**src/rtl/gpr_write_scheduler.sv**
```systemverilog
// Arbitrates the GPR file write port between the in-order writeback stage and a
// long-latency result FIFO, and tracks per-register busy state for ID-stage stalls.
module gpr_write_scheduler #(
  parameter int unsigned DEPTH        = 2,
  parameter int unsigned STARVE_LIMIT = 4
) (
  input  logic        clk,
  input  logic        reset,
  input  logic        wb_en,
  input  logic [4:0]  wb_rw,
  input  logic [31:0] wb_data,
  input  logic        lu_valid,
  output logic        lu_ready,
  input  logic [4:0]  lu_rw,
  input  logic [31:0] lu_data,
  input  logic        issue_req,
  input  logic [4:0]  issue_rw,
  input  logic [4:0]  rs,
  input  logic [4:0]  rt,
  output logic        stall,
  output logic        gpr_we,
  output logic [4:0]  gpr_rw,
  output logic [31:0] gpr_wd,
  output logic [31:0] busy_vec
);

  localparam int unsigned AW = (DEPTH > 1) ? $clog2(DEPTH) : 1;
  localparam int unsigned PW = AW + 1;
  localparam int unsigned CW = $clog2(STARVE_LIMIT + 1);

  logic [PW-1:0] wr_ptr_q, wr_ptr_d;
  logic [PW-1:0] rd_ptr_q, rd_ptr_d;
  logic [4:0]    rw_mem_q   [DEPTH];
  logic [4:0]    rw_mem_d   [DEPTH];
  logic [31:0]   data_mem_q [DEPTH];
  logic [31:0]   data_mem_d [DEPTH];
  logic [31:0]   busy_q, busy_d;
  logic [CW-1:0] starve_cnt_q, starve_cnt_d;

  logic          empty, full, wb_act, pop, push, hz, starve, issue_ok;
  logic [4:0]    head_rw;
  logic [31:0]   head_data;

  // FIFO status and port arbitration; writeback always wins when it targets a real register
  always_comb begin
    empty     = (wr_ptr_q == rd_ptr_q);
    full      = (wr_ptr_q[AW] != rd_ptr_q[AW]) && (wr_ptr_q[AW-1:0] == rd_ptr_q[AW-1:0]);
    head_rw   = rw_mem_q[rd_ptr_q[AW-1:0]];
    head_data = data_mem_q[rd_ptr_q[AW-1:0]];
    wb_act    = reset && wb_en && (wb_rw != 5'd0);
    pop       = !empty && !wb_act;
    push      = lu_valid && !full;

    gpr_we = 1'b0;
    gpr_rw = 5'd0;
    gpr_wd = 32'd0;
    if (wb_act) begin
      gpr_we = 1'b1;
      gpr_rw = wb_rw;
      gpr_wd = wb_data;
    end else if (!empty && (head_rw != 5'd0)) begin
      gpr_we = 1'b1;
      gpr_rw = head_rw;
      gpr_wd = head_data;
    end
  end

  // Hazard detection and stall generation
  always_comb begin
    hz = ((rs != 5'd0) && busy_q[rs]) ||
         ((rt != 5'd0) && busy_q[rt]) ||
         (issue_req && (issue_rw != 5'd0) && busy_q[issue_rw]);
    starve   = (starve_cnt_q == CW'(STARVE_LIMIT));
    stall    = hz || starve;
    issue_ok = issue_req && !stall && (issue_rw != 5'd0);
    lu_ready = !full;
    busy_vec = busy_q;
  end

  // Next-state: FIFO storage/pointers, scoreboard (set beats clear), starvation counter
  always_comb begin
    wr_ptr_d   = wr_ptr_q + PW'(push);
    rd_ptr_d   = rd_ptr_q + PW'(pop);
    rw_mem_d   = rw_mem_q;
    data_mem_d = data_mem_q;
    if (push) begin
      rw_mem_d[wr_ptr_q[AW-1:0]]   = lu_rw;
      data_mem_d[wr_ptr_q[AW-1:0]] = lu_data;
    end

    busy_d = busy_q;
    if (pop) begin
      busy_d[head_rw] = 1'b0;
    end
    if (issue_ok) begin
      busy_d[issue_rw] = 1'b1;
    end
    busy_d[0] = 1'b0;

    starve_cnt_d = starve_cnt_q;
    if (empty || pop) begin
      starve_cnt_d = CW'(0);
    end else if (!starve) begin
      starve_cnt_d = starve_cnt_q + CW'(1);
    end
  end

  always_ff @(posedge clk or negedge reset) begin
    if (!reset) begin
      wr_ptr_q     <= PW'(0);
      rd_ptr_q     <= PW'(0);
      busy_q       <= 32'd0;
      starve_cnt_q <= CW'(0);
      for (int unsigned i = 0; i < DEPTH; i++) begin
        rw_mem_q[i]   <= 5'd0;
        data_mem_q[i] <= 32'd0;
      end
    end else begin
      wr_ptr_q     <= wr_ptr_d;
      rd_ptr_q     <= rd_ptr_d;
      busy_q       <= busy_d;
      starve_cnt_q <= starve_cnt_d;
      rw_mem_q     <= rw_mem_d;
      data_mem_q   <= data_mem_d;
    end
  end

endmodule

```
**config.mk**
```make
export PLATFORM = sky130hd
export DESIGN_NAME = gpr_write_scheduler
export DESIGN_NICKNAME = d
export VERILOG_FILES = /design/src/rtl/gpr_write_scheduler.sv
export SDC_FILE = /design/constraint.sdc
export NUM_CORES = 1
export LEC_CHECK = 0
export CORE_MARGIN = 2
export CORE_UTILIZATION = 45
export DETAILED_ROUTE_END_ITERATION = 8
export PLACE_DENSITY = 0.83
export SLEW_MARGIN = 20
export SYNTH_ARGS = -nofsm -noshare
export SYNTH_HDL_FRONTEND = slang
export SYNTH_SLANG_ARGS = --single-unit
```
**constraint.sdc**
```tcl
create_clock -name clk -period 8 [get_ports clk]
set_clock_uncertainty 0.2 [all_clocks]
set_input_delay 1.6 -clock clk [delete_from_list [all_inputs] [get_ports clk]]
set_output_delay 1.6 -clock clk [all_outputs]
set_load 0.01 [all_outputs]
```
## After elaboration in Yosys (flattened, before gate mapping)

Cells that the tools add are included.

| cells by class | value |
|---|---|
| $add $sub $neg | 3 |
| reductions and logical operators | 28 |
| equality and inequality tests | 5 |
| multiplexer cells | 32 |
| $lt $le $gt $ge | 9 |
| bitwise gates (word level) | 5 |

Operators by type and width:

| operator | count |
|---|---|
| two-way mux 32 bit | 8 |
| bitwise mux 64 bit | 1 |
| AND 32 bit | 1 |
| demux 32 bit (select 1 bit) | 1 |
| NOT 32 bit | 1 |
| bitwise OR 32 bit | 1 |
| two-way mux 5 bit | 6 |
| nonzero test 5 bit | 5 |
| < comparator 5 x 6 -> 1 bit (second input constant) | 4 |
| binary-select mux 1 bit (select 5 bit) | 3 |
| logical AND 1 bit | 15 |
| bitwise mux 10 bit | 1 |
| demux 1 bit (select 5 bit) | 2 |
| greater-or-equal comparator 5 x 1 -> 1 bit (second input constant) | 2 |
| two-way mux 1 bit | 7 |
| two-way mux 3 bit | 2 |
| demux 5 bit (select 1 bit) | 1 |
| adder 2 x 1 -> 2 bit | 2 |
| greater-or-equal comparator 2 bit (second input constant) | 2 |
| logical NOT 1 bit | 4 |
| logical OR 1 bit | 4 |
| NOT 1 -> 2 bit | 2 |
| adder 3 x 1 -> 3 bit (second input constant) | 1 |
| == test 3 bit (second input constant) | 1 |
| 5 further kinds | 5 |

| word-level totals | value |
|---|---|
| flip-flop bits (word level) | 112 |
| bits of input ports | 94 |
| word-level logic and storage cells | 90 |
| output and inout bits | 72 |

## Depth between registers and ports, before layout

Gate-level depths: netlist of run 1.

| depth | value |
|---|---|
| depth after elaboration | 13 |
| depth in mapped cells | 9 |

## Worst setup path before layout of run 1

OpenSTA, ideal clock, no wires.

| timing | value |
|---|---|
| kind | input -> output |
| start | in wb_rw[4] |
| end | out gpr_wd[10] |
| buffers on the path | 2 |
| setup slack | 3038 ps |
| arrival | 3162 ps |
| stages on the path | 7 |
| data required time | 6200 ps |
| cells stage by stage | or3_1 -> o311a_1 -> buf_2 -> nor2_4 -> o21ai_1 -> clkbuf_1 -> o21ai_0 |

| on the way | value |
|---|---|
| longest elaborated chain between the ends | 3 |

Ends and longest elaborated chain:

| item | RTL line | source |
|---|---|---|
| start, declared | 10 | `input logic [4:0] wb_rw,` |
| nonzero test 5 bit | 50 | `wb_act = reset && wb_en && (wb_rw != 5'd0);` |
| logical AND 1 bit | 50 |  |
| two-way mux 32 bit | 57 | `if (wb_act) begin` |
| end, declared | 23 | `output logic [31:0] gpr_wd,` |

No other way between the ends.

## Worst setup path in the final report of run 1

| timing | value |
|---|---|
| start | in wb_rw[4] |
| end | out gpr_wd[29] |

Same word-level chain as after synthesis.

==> impl_metrics.ini, run 1 <==
[clock_tree]
cts_tree = yes
clk_latency_ns = 0.35
cts-buffers-inserted = 9
clock_path_buffers = 2
cts_hold_buf = 0
postCtsSetupBuffers = 0
ctsResizeCount = 0
clk_pin_slew_ns = 0.07
cts.sink_count = 112
root_buffer = clkbuf_16
h-tree-depth = 3

[critical_path]
path_delay_family = compound AO/OA/AOI/OAI gates
cp_cell_sequence = clkdlybuf4s50_1 > or3_1 > o311a_2 > nor2_4 > o21ai_4 > o21ai_0 > clkdlybuf4s50_1
crit_path_end_kind = primary output
path_class = input port to primary output
max_stage_delay_ns = 0.64
cpMostUsedCell = clkdlybuf4s50_1
critPathBufInv = 2
critical_path_peak_fanout = 44
arrival_ns = 4.48
cp_slowest_cell = o311a_2
worstPathRequired_ns = 6.20
start_kind = input port

[sta]
slew_headroom = 0.287
setup_violations = 0
hold_violations = 0
holdWs_ns = 0.291
finalCriticalPeriod_ns = 6.28
worstMarginPinSlew_ns = 1.07
period_share = 0.785
fmax_mhz = 159
finalSetupTns_ns = 0
maxSlewViolCount = 0
grt_setup_unrepaired = false

[power_and_ir_drop]
seqPwrFrac = 0.323
power_mw = 3.31
p_clk_frac = 0.140
switchingPower_mw = 1.28
internal_power_mw = 2.03
vdd.ir_drop.worst_mv = 0.226
pwr_density_cell_nw_per_um2 = 391
p_leak_nw = 3.37
pwr-share-comb = 0.537
switching_share = 0.386

[synth]
netlist_area_um2 = 6470
synthFlopType = dfrtp_1
synthArstFlopShare = 1.00
avgSynthCellArea_um2 = 10.6
ys_warn_count = 0
synth_cells = 608
syn_nets = 707
yosysUniqueCellTypes = 58
seq_area_frac_synth = 0.433
yosys_register_bits = 112
synth_edf_count = 0

[floorplanning]
rows = 43
start_util = 0.463
ios = 166
die_w_um = 124
coreArea_um2 = 14000
die_area_um2 = 15400
die_h_um = 124

[layout]
final_common_cell = clkdlybuf4s50_1
final_util = 0.605
layout_common_cells = clkdlybuf4s50_1 (163), dfrtp_1 (111), mux2_2 (77), o21ai_0 (69), nand2_1 (57)
drive_above_1_share = 0.164
areaGrowthSynthToFinish_pct = 30.7
nNetsFinal = 843
antenna_cells = 0

[routing]
drtPass1Iterations = 4
drc = 0
routedWlPerCell_um = 19.0
vias = 5540
ant_nets = 0
via_per_inst = 5.96
drt-total-wl_mm = 17.6
drtIter0Drc = 322

[hold_path]
hold_path_class = register to register

[global_routing]
antenna_found_initial = 0
grt_max_degree = 76
grt.total_usage = 0.238
grt.overflow.total = 0
grt_pass1_wl_mm = 28.4
use_met2 = 0.397
met1_usage = 0.303
grt_busiest_layer = met2
grt.met3_usage = 0.0577
first_global_vias = 5601

[place]
hpwl_mm = 12.7
numPortBuffers = 164
gp_congestion = 0.947

[outcome]
status = complete, no violations

[flow_run]
cap_violations = 0
==> routing by layer <==
layer | up-vias | part of all wire
li1 | 2532 | -
met1 | 2695 | 0.40
met2 | 274 | 0.48
met3 | 39 | 0.087
met4 | 0 | 0.024
met5 | - | 0
==> final timing paths <==
path	start	end	slack, ns	cells past startpoint
worst max-delay path	wb_rw[4]	gpr_wd[29]	1.72	7
worst min-delay path	rd_ptr_q[1]$_DFF_PN0_	rd_ptr_q[1]$_DFF_PN0_	0.29	1
worst max register to register	rd_ptr_q[0]$_DFF_PN0_	data_mem_q[31]$_DFFE_PN0P_	4.79	6
worst min register to register	rd_ptr_q[1]$_DFF_PN0_	rd_ptr_q[1]$_DFF_PN0_	0.29	1
max in group asynchronous	reset	rd_ptr_q[0]$_DFF_PN0_	5.21	2
min in group asynchronous	reset	rw_mem_q[5]$_DFFE_PN0P_	1.02	1
==> sequential cells by signal, indices dropped and copies added (netlist names) <==
name / count
rd_ptr_q: 2
starve_cnt_q: 3
busy_vec: 31
rw_mem_q: 10
wr_ptr_q: 2
data_mem_q: 64
==> Yosys cell counts (3+ instances only) <==
cell type,count,share of area
inv_1,12,0.0070
nor3b_1,5,0.0058
mux4_2,10,0.035
buf_4,6,0.0070
nand3_1,6,0.0046
a22oi_1,4,0.0046
nor2b_1,4,0.0039
nor2_1,14,0.0081
xor2_1,4,0.0054
and3_1,4,0.0039
or3_1,4,0.0039
nand3b_1,3,0.0035
o21ai_1,28,0.022
o21ai_2,5,0.0068
nor3_1,3,0.0023
buf_1,7,0.0041
mux2_2,77,0.13
mux2i_1,45,0.070
buf_2,11,0.0085
ha_1,5,0.0097
dfrtp_1,112,0.43
a31oi_1,3,0.0029
mux2_1,4,0.0070
a21oi_1,6,0.0046
nand2_1,57,0.033
nand4_1,33,0.032
o31ai_1,3,0.0035
nand2b_1,6,0.0058
a32o_1,4,0.0062
and3b_1,3,0.0041
o21ai_0,69,0.053
buf_6,5,0.0087
clkbuf_1,15,0.0087
==> per-stage QoR <==
stage	cell area [um2]	cells	worst slack [ns]
floorplan	6470	608	3.04
finish	8460	929	1.72
global route	8460	929	1.49
CTS	8460	929	1.57
global placement	8150	913	1.70
detailed placement	8150	913	1.59
==> worst register-to-register path, stage by stage, from the launching register on <==
cell,delay (ns)
dfrtp_2,0.38
buf_4,0.61
xor2_1,0.30
nand2b_1,0.16
and2_1,0.16
ha_2,0.86
mux2_2,0.44
==> final cells by class <==
class | count | area (um2)
Clock inverter | 5 | 63.8
Inverter | 12 | 45.0
Timing Repair Buffer | 169 | 1680
Fill cell | 1118 | 5530
Multi-Input combinational cell | 440 | 3410
Clock buffer | 11 | 243
Tap cell | 180 | 225
Sequential cell | 112 | 2800
==> power groups by stage <==
stage	Combinational, mW	Sequential, mW	Clock (mW)
2_1_floorplan	1.04	1.02	0
3_3_place_gp	1.73	1.05	0
3_5_place_dp	1.77	1.08	0
4_1_cts	1.78	1.07	0.468
5_1_grt	1.93	1.11	0.492
6_report	1.78	1.07	0.464
==> kinds of logic after synthesis <==
family / synth area share
AND/OR/NAND/NOR: 0.121
multiplexers: 0.253
other: 0.000579
adder cells (fa/ha/maj): 0.00966
AO/OA/AOI/OAI: 0.132
XOR/XNOR: 0.00676
buffers and inverters: 0.0439
flip-flops: 0.433
(Power assumes the default switching activity.)
==> inputs of run 2 (changes only) <==
- clock period: 8 -> 6.59 ns (I/O delays scaled with it)
==> impl_metrics.ini, run 2 (synthesis results as in run 1) <==
[sta]
holdWs_ns = 0.291
finalCriticalPeriod_ns = 5.58
finalSetupTns_ns = 0
setup_violations = 0
fmax_mhz = 179
hold_violations = 0
grt_setup_unrepaired = false
worstMarginPinSlew_ns = 1.17
maxSlewViolCount = 0
slew_headroom = 0.221
period_share = 0.847

[critical_path]
arrival_ns = 4.06
worstPathRequired_ns = 5.07
start_kind = input port
path_class = input port to primary output
crit_path_end_kind = primary output
critical_path_peak_fanout = 16

[layout]
largest_reg_flops = 64
drive_above_1_share = 0.166
antenna_cells = 0
final_common_cell = clkdlybuf4s50_1
largest-register = data_mem_q
nFillCells = 1151
layout_common_cells = clkdlybuf4s50_1 (163), dfrtp_1 (111), mux2_2 (77), o21ai_0 (69), nand2_1 (57)
nNetsFinal = 845
areaGrowthSynthToFinish_pct = 30.5

[global_routing]
antenna_found_initial = 0
first_global_vias = 5535
grt_pass1_wl_mm = 28.2
grt.total_usage = 0.236
grt.overflow.total = 0
grt_max_degree = 59

[clock_tree]
cts_hold_buf = 0
cts_tree = yes
clk_pin_slew_ns = 0.08
cts-buffers-inserted = 9
ctsResizeCount = 0
root_buffer = clkbuf_16
h-tree-depth = 3
postCtsSetupBuffers = 0
clk_latency_ns = 0.35
clock_path_buffers = 2
cts.sink_count = 112

[floorplanning]
start_util = 0.463
die_area_um2 = 15400
coreArea_um2 = 14000
die_w_um = 124
die_h_um = 124
rows = 43
ios = 166

[power_and_ir_drop]
switching_share = 0.390
p_clk_frac = 0.131
pwr_density_cell_nw_per_um2 = 470
vdd.ir_drop.worst_mv = 0.297
pwr-share-comb = 0.533
p_leak_nw = 3.38
switchingPower_mw = 1.55
seqPwrFrac = 0.337
internal_power_mw = 2.42

[place]
hpwl_mm = 12.7
gp_congestion = 0.904
numPortBuffers = 164

[flow_run]
cap_violations = 0

[routing]
drtIter0Drc = 396
routedWlPerCell_um = 18.9
ant_nets = 0
vias = 5531
via_per_inst = 5.94
drt-total-wl_mm = 17.6
drtPass1Iterations = 4
drc = 0

[hold_path]
hold_path_class = register to register

[outcome]
status = complete, no violations
[run 2: critical path, stage by stage]
cell	delay, ns
clkdlybuf4s50_1	0.92
mux4_2	0.58
a22oi_1	0.20
o211ai_1	0.15
nor3_4	0.14
nand3b_1	0.14
nand4_1	0.10
clkdlybuf4s50_1	0.49
[run 2: path summary, 6_finish.rpt]
path                                       start                    endpoint  slack [ns]  cells past startpoint
hold reg to reg            wr_ptr_q[1]$_DFF_PN0_       wr_ptr_q[1]$_DFF_PN0_        0.29                      1
hold / removal             wr_ptr_q[1]$_DFF_PN0_       wr_ptr_q[1]$_DFF_PN0_        0.29                      1
setup / recovery                     issue_rw[0]                       stall        1.01                      8
min in group asynchronous                  reset     rw_mem_q[0]$_DFFE_PN0P_        0.92                      2
max in group asynchronous                  reset       rd_ptr_q[0]$_DFF_PN0_        4.04                      3
setup reg to reg           rd_ptr_q[0]$_DFF_PN0_  data_mem_q[10]$_DFFE_PN0P_        3.07                      6
[run 2: area by class of cell]
class                   instances  area, um2  area share
well taps                     180        225      0.0266
inverters                      12       45.0     0.00533
multi-input cells             440       3410       0.403
repair buffers                171       1690       0.200
clock buffers                  10        229      0.0271
flip-flops and latches        112       2800       0.332
clock inverters                 6       51.3     0.00607
[run 2: stage by stage]
step / power, mW / worst slack [ns] / instance area, um2 / instances / utilization
after detailed placement: 3.45 / 1.02 / 8160 / 915 / 0.584
after global placement: 3.37 / 1.06 / 8160 / 915 / 0.584
after CTS: 3.98 / 1.01 / 8440 / 931 / 0.604
final: 3.97 / 1.01 / 8450 / 931 / 0.604
after floorplan: 2.50 / 2.19 / 6470 / 608 / -
after global routing: 4.23 / 0.863 / 8450 / 931 / 0.604
[run 2: power by group through the flow]
stage	Clock, mW	Combinational, mW	Sequential (mW)
6_report	0.520	2.12	1.34
5_1_grt	0.554	2.30	1.38
4_1_cts	0.530	2.12	1.33
3_5_place_dp	0	2.11	1.34
3_3_place_gp	0	2.06	1.31
2_1_floorplan	0	1.26	1.24
[run 2: layer usage]
metal | vias up | share of wire | global-route usage
met5 | - | 0 | 0
met2 | 250 | 0.48 | 0.390
met4 | 0 | 0.017 | 0.0836
li1 | 2536 | - | -
met3 | 22 | 0.082 | 0.0499
met1 | 2723 | 0.42 | 0.308
==> inputs of run 3 (changes only) <==
- PLACE_DENSITY: 0.83 -> 0.86
- clock period: 6.59 -> 4.94 ns (I/O delays scaled with it)
==> impl_metrics.ini, run 3 (synthesis results as in run 1) <==
[outcome]
status = complete, no violations

[place]
gp_congestion = 0.891
numPortBuffers = 164
hpwl_mm = 12.5
dp_slack_ns = 0.0970

[critical_path]
crit_start = rt[0]
r2r_setup_slack_ns = 2.02
cpMostUsedCell = clkdlybuf4s50_1
cp_cell_sequence = clkdlybuf4s50_1 > mux4_2 > o2111a_1 > nor4_2 > nand4_1 > clkdlybuf4s50_1
endpoint = stall
critPathBufInv = 2
max_stage_delay_ns = 0.67
cp_slowest_cell = clkdlybuf4s50_1
critical_path_peak_fanout = 7
path_class = input port to primary output
worstSetupPathDepth = 6
path_delay_family = buffers and inverters
arrival_ns = 3.54
crit_path_end_kind = primary output
r2r_start = rd_ptr_q[0]$_DFF_PN0_
rr_worst_depth = 5
r2r-end = data_mem_q[15]$_DFFE_PN0P_
worstPathRequired_ns = 3.75
start_kind = input port

[layout]
antenna_cells = 0
drive_above_1_share = 0.180
nFillCells = 1131
nNetsFinal = 855
largest-register = data_mem_q
largest_reg_flops = 64
multi_input_area_um2 = 3410
final_common_cell = clkdlybuf4s50_1
areaGrowthSynthToFinish_pct = 32.2
layout_common_cells = clkdlybuf4s50_1 (162), dfrtp_1 (111), mux2_2 (77), o21ai_0 (69), nand2_1 (57)
ff_latch_area_um2 = 2800

[global_routing]
grt.overflow.total = 0
grt_max_degree = 65
grt.total_usage = 0.235
antenna_found_initial = 0
first_global_vias = 5564
grt_pass1_wl_mm = 28.0

[sta]
maxSlewViolCount = 0
slew_headroom = 0.331
worstMarginPinSlew_ns = 1.00
grt_setup_unrepaired = false
holdWs_ns = 0.300
fmax_mhz = 212
finalCriticalPeriod_ns = 4.73
setup_ws_ns = 0.213
period_share = 0.957
hold_violations = 0
finalSetupTns_ns = 0
setup_violations = 0

[flow_run]
cap_violations = 0

[clock_tree]
ctsResizeCount = 0
h-tree-depth = 3
clk_pin_slew_ns = 0.07
postCtsSetupBuffers = 0
clk_latency_ns = 0.35
cts-buffers-inserted = 9
cts_hold_buf = 0
cts_tree = yes
cts.sink_count = 112
root_buffer = clkbuf_16
clock_path_buffers = 2

[floorplanning]
die_h_um = 124
start_util = 0.463
rows = 43
ios = 166
die_area_um2 = 15400
die_w_um = 124
coreArea_um2 = 14000

[power_and_ir_drop]
p_leak_nw = 3.45
pwr_density_cell_nw_per_um2 = 627
vdd.ir_drop.worst_mv = 0.376

[routing]
drc = 0
ant_nets = 0
drtIter0Drc = 286
vias = 5561
drtPass1Iterations = 5
drt-total-wl_mm = 17.3
via_per_inst = 5.91
routedWlPerCell_um = 18.4

[hold_path]
hold_path_class = register to register
## run 3: worst min-delay path by stage
| stage | startpoint | endpoint | slack (ns) | depth (start not counted) |
|---|---|---|---|---|
| 2_1_floorplan | wr_ptr_q[1]$_DFF_PN0_ | wr_ptr_q[1]$_DFF_PN0_ | 0.26 | 1 |
| 3_3_place_gp | rd_ptr_q[1]$_DFF_PN0_ | rd_ptr_q[1]$_DFF_PN0_ | 0.28 | 1 |
| 3_5_place_dp | rd_ptr_q[1]$_DFF_PN0_ | rd_ptr_q[1]$_DFF_PN0_ | 0.28 | 1 |
| 4_1_cts | rd_ptr_q[1]$_DFF_PN0_ | rd_ptr_q[1]$_DFF_PN0_ | 0.29 | 1 |
| 5_1_grt | wr_ptr_q[1]$_DFF_PN0_ | wr_ptr_q[1]$_DFF_PN0_ | 0.32 | 1 |
| 6_report | rd_ptr_q[1]$_DFF_PN0_ | rd_ptr_q[1]$_DFF_PN0_ | 0.30 | 1 |
## run 3: final cells by class
type,instances,share of cell area
clock buffer,9,0.0263
clock inverter,7,0.00964
inverter,12,0.00526
multi-input combinational,440,0.398
sequential,112,0.327
tap,180,0.0263
timing repair buffer,181,0.207
## run 3: through the flow
| stage | utilization | total power [mW] | area, um2 | std cells |
|---|---|---|---|---|
| floorplan | - | 3.34 | 6470 | 608 |
| global placement | 0.589 | 4.51 | 8240 | 925 |
| global route | 0.612 | 5.71 | 8560 | 941 |
| CTS | 0.611 | 5.37 | 8550 | 941 |
| detailed placement | 0.589 | 4.60 | 8240 | 925 |
| finish | 0.612 | 5.37 | 8560 | 941 |
## run 3: metal layers
metal | wire (um) | track usage | part of all wire
met5 | 0 | 0 | 0
met4 | 504 | 0.108 | 0.029
met3 | 1380 | 0.0591 | 0.080
met1 | 7080 | 0.296 | 0.41
met2 | 8310 | 0.380 | 0.48
## run 3: worst register-to-register path, delay by kind of cell, from the launching register on
family | cells | cell delay [ns]
XOR/XNOR | 1 | 0.27
adder cells (fa/ha/maj) | 1 | 0.86
flip-flops | 1 | 0.69
multiplexers | 1 | 0.44
AND/OR/NAND/NOR | 2 | 0.34
## run 3: where the power goes
part / internal, mW / switching (mW) / leakage [nW]
registers: 1.36 / 0.392 / 1.37
clock network: 0.403 / 0.352 / 0.151
logic: 1.53 / 1.33 / 1.93
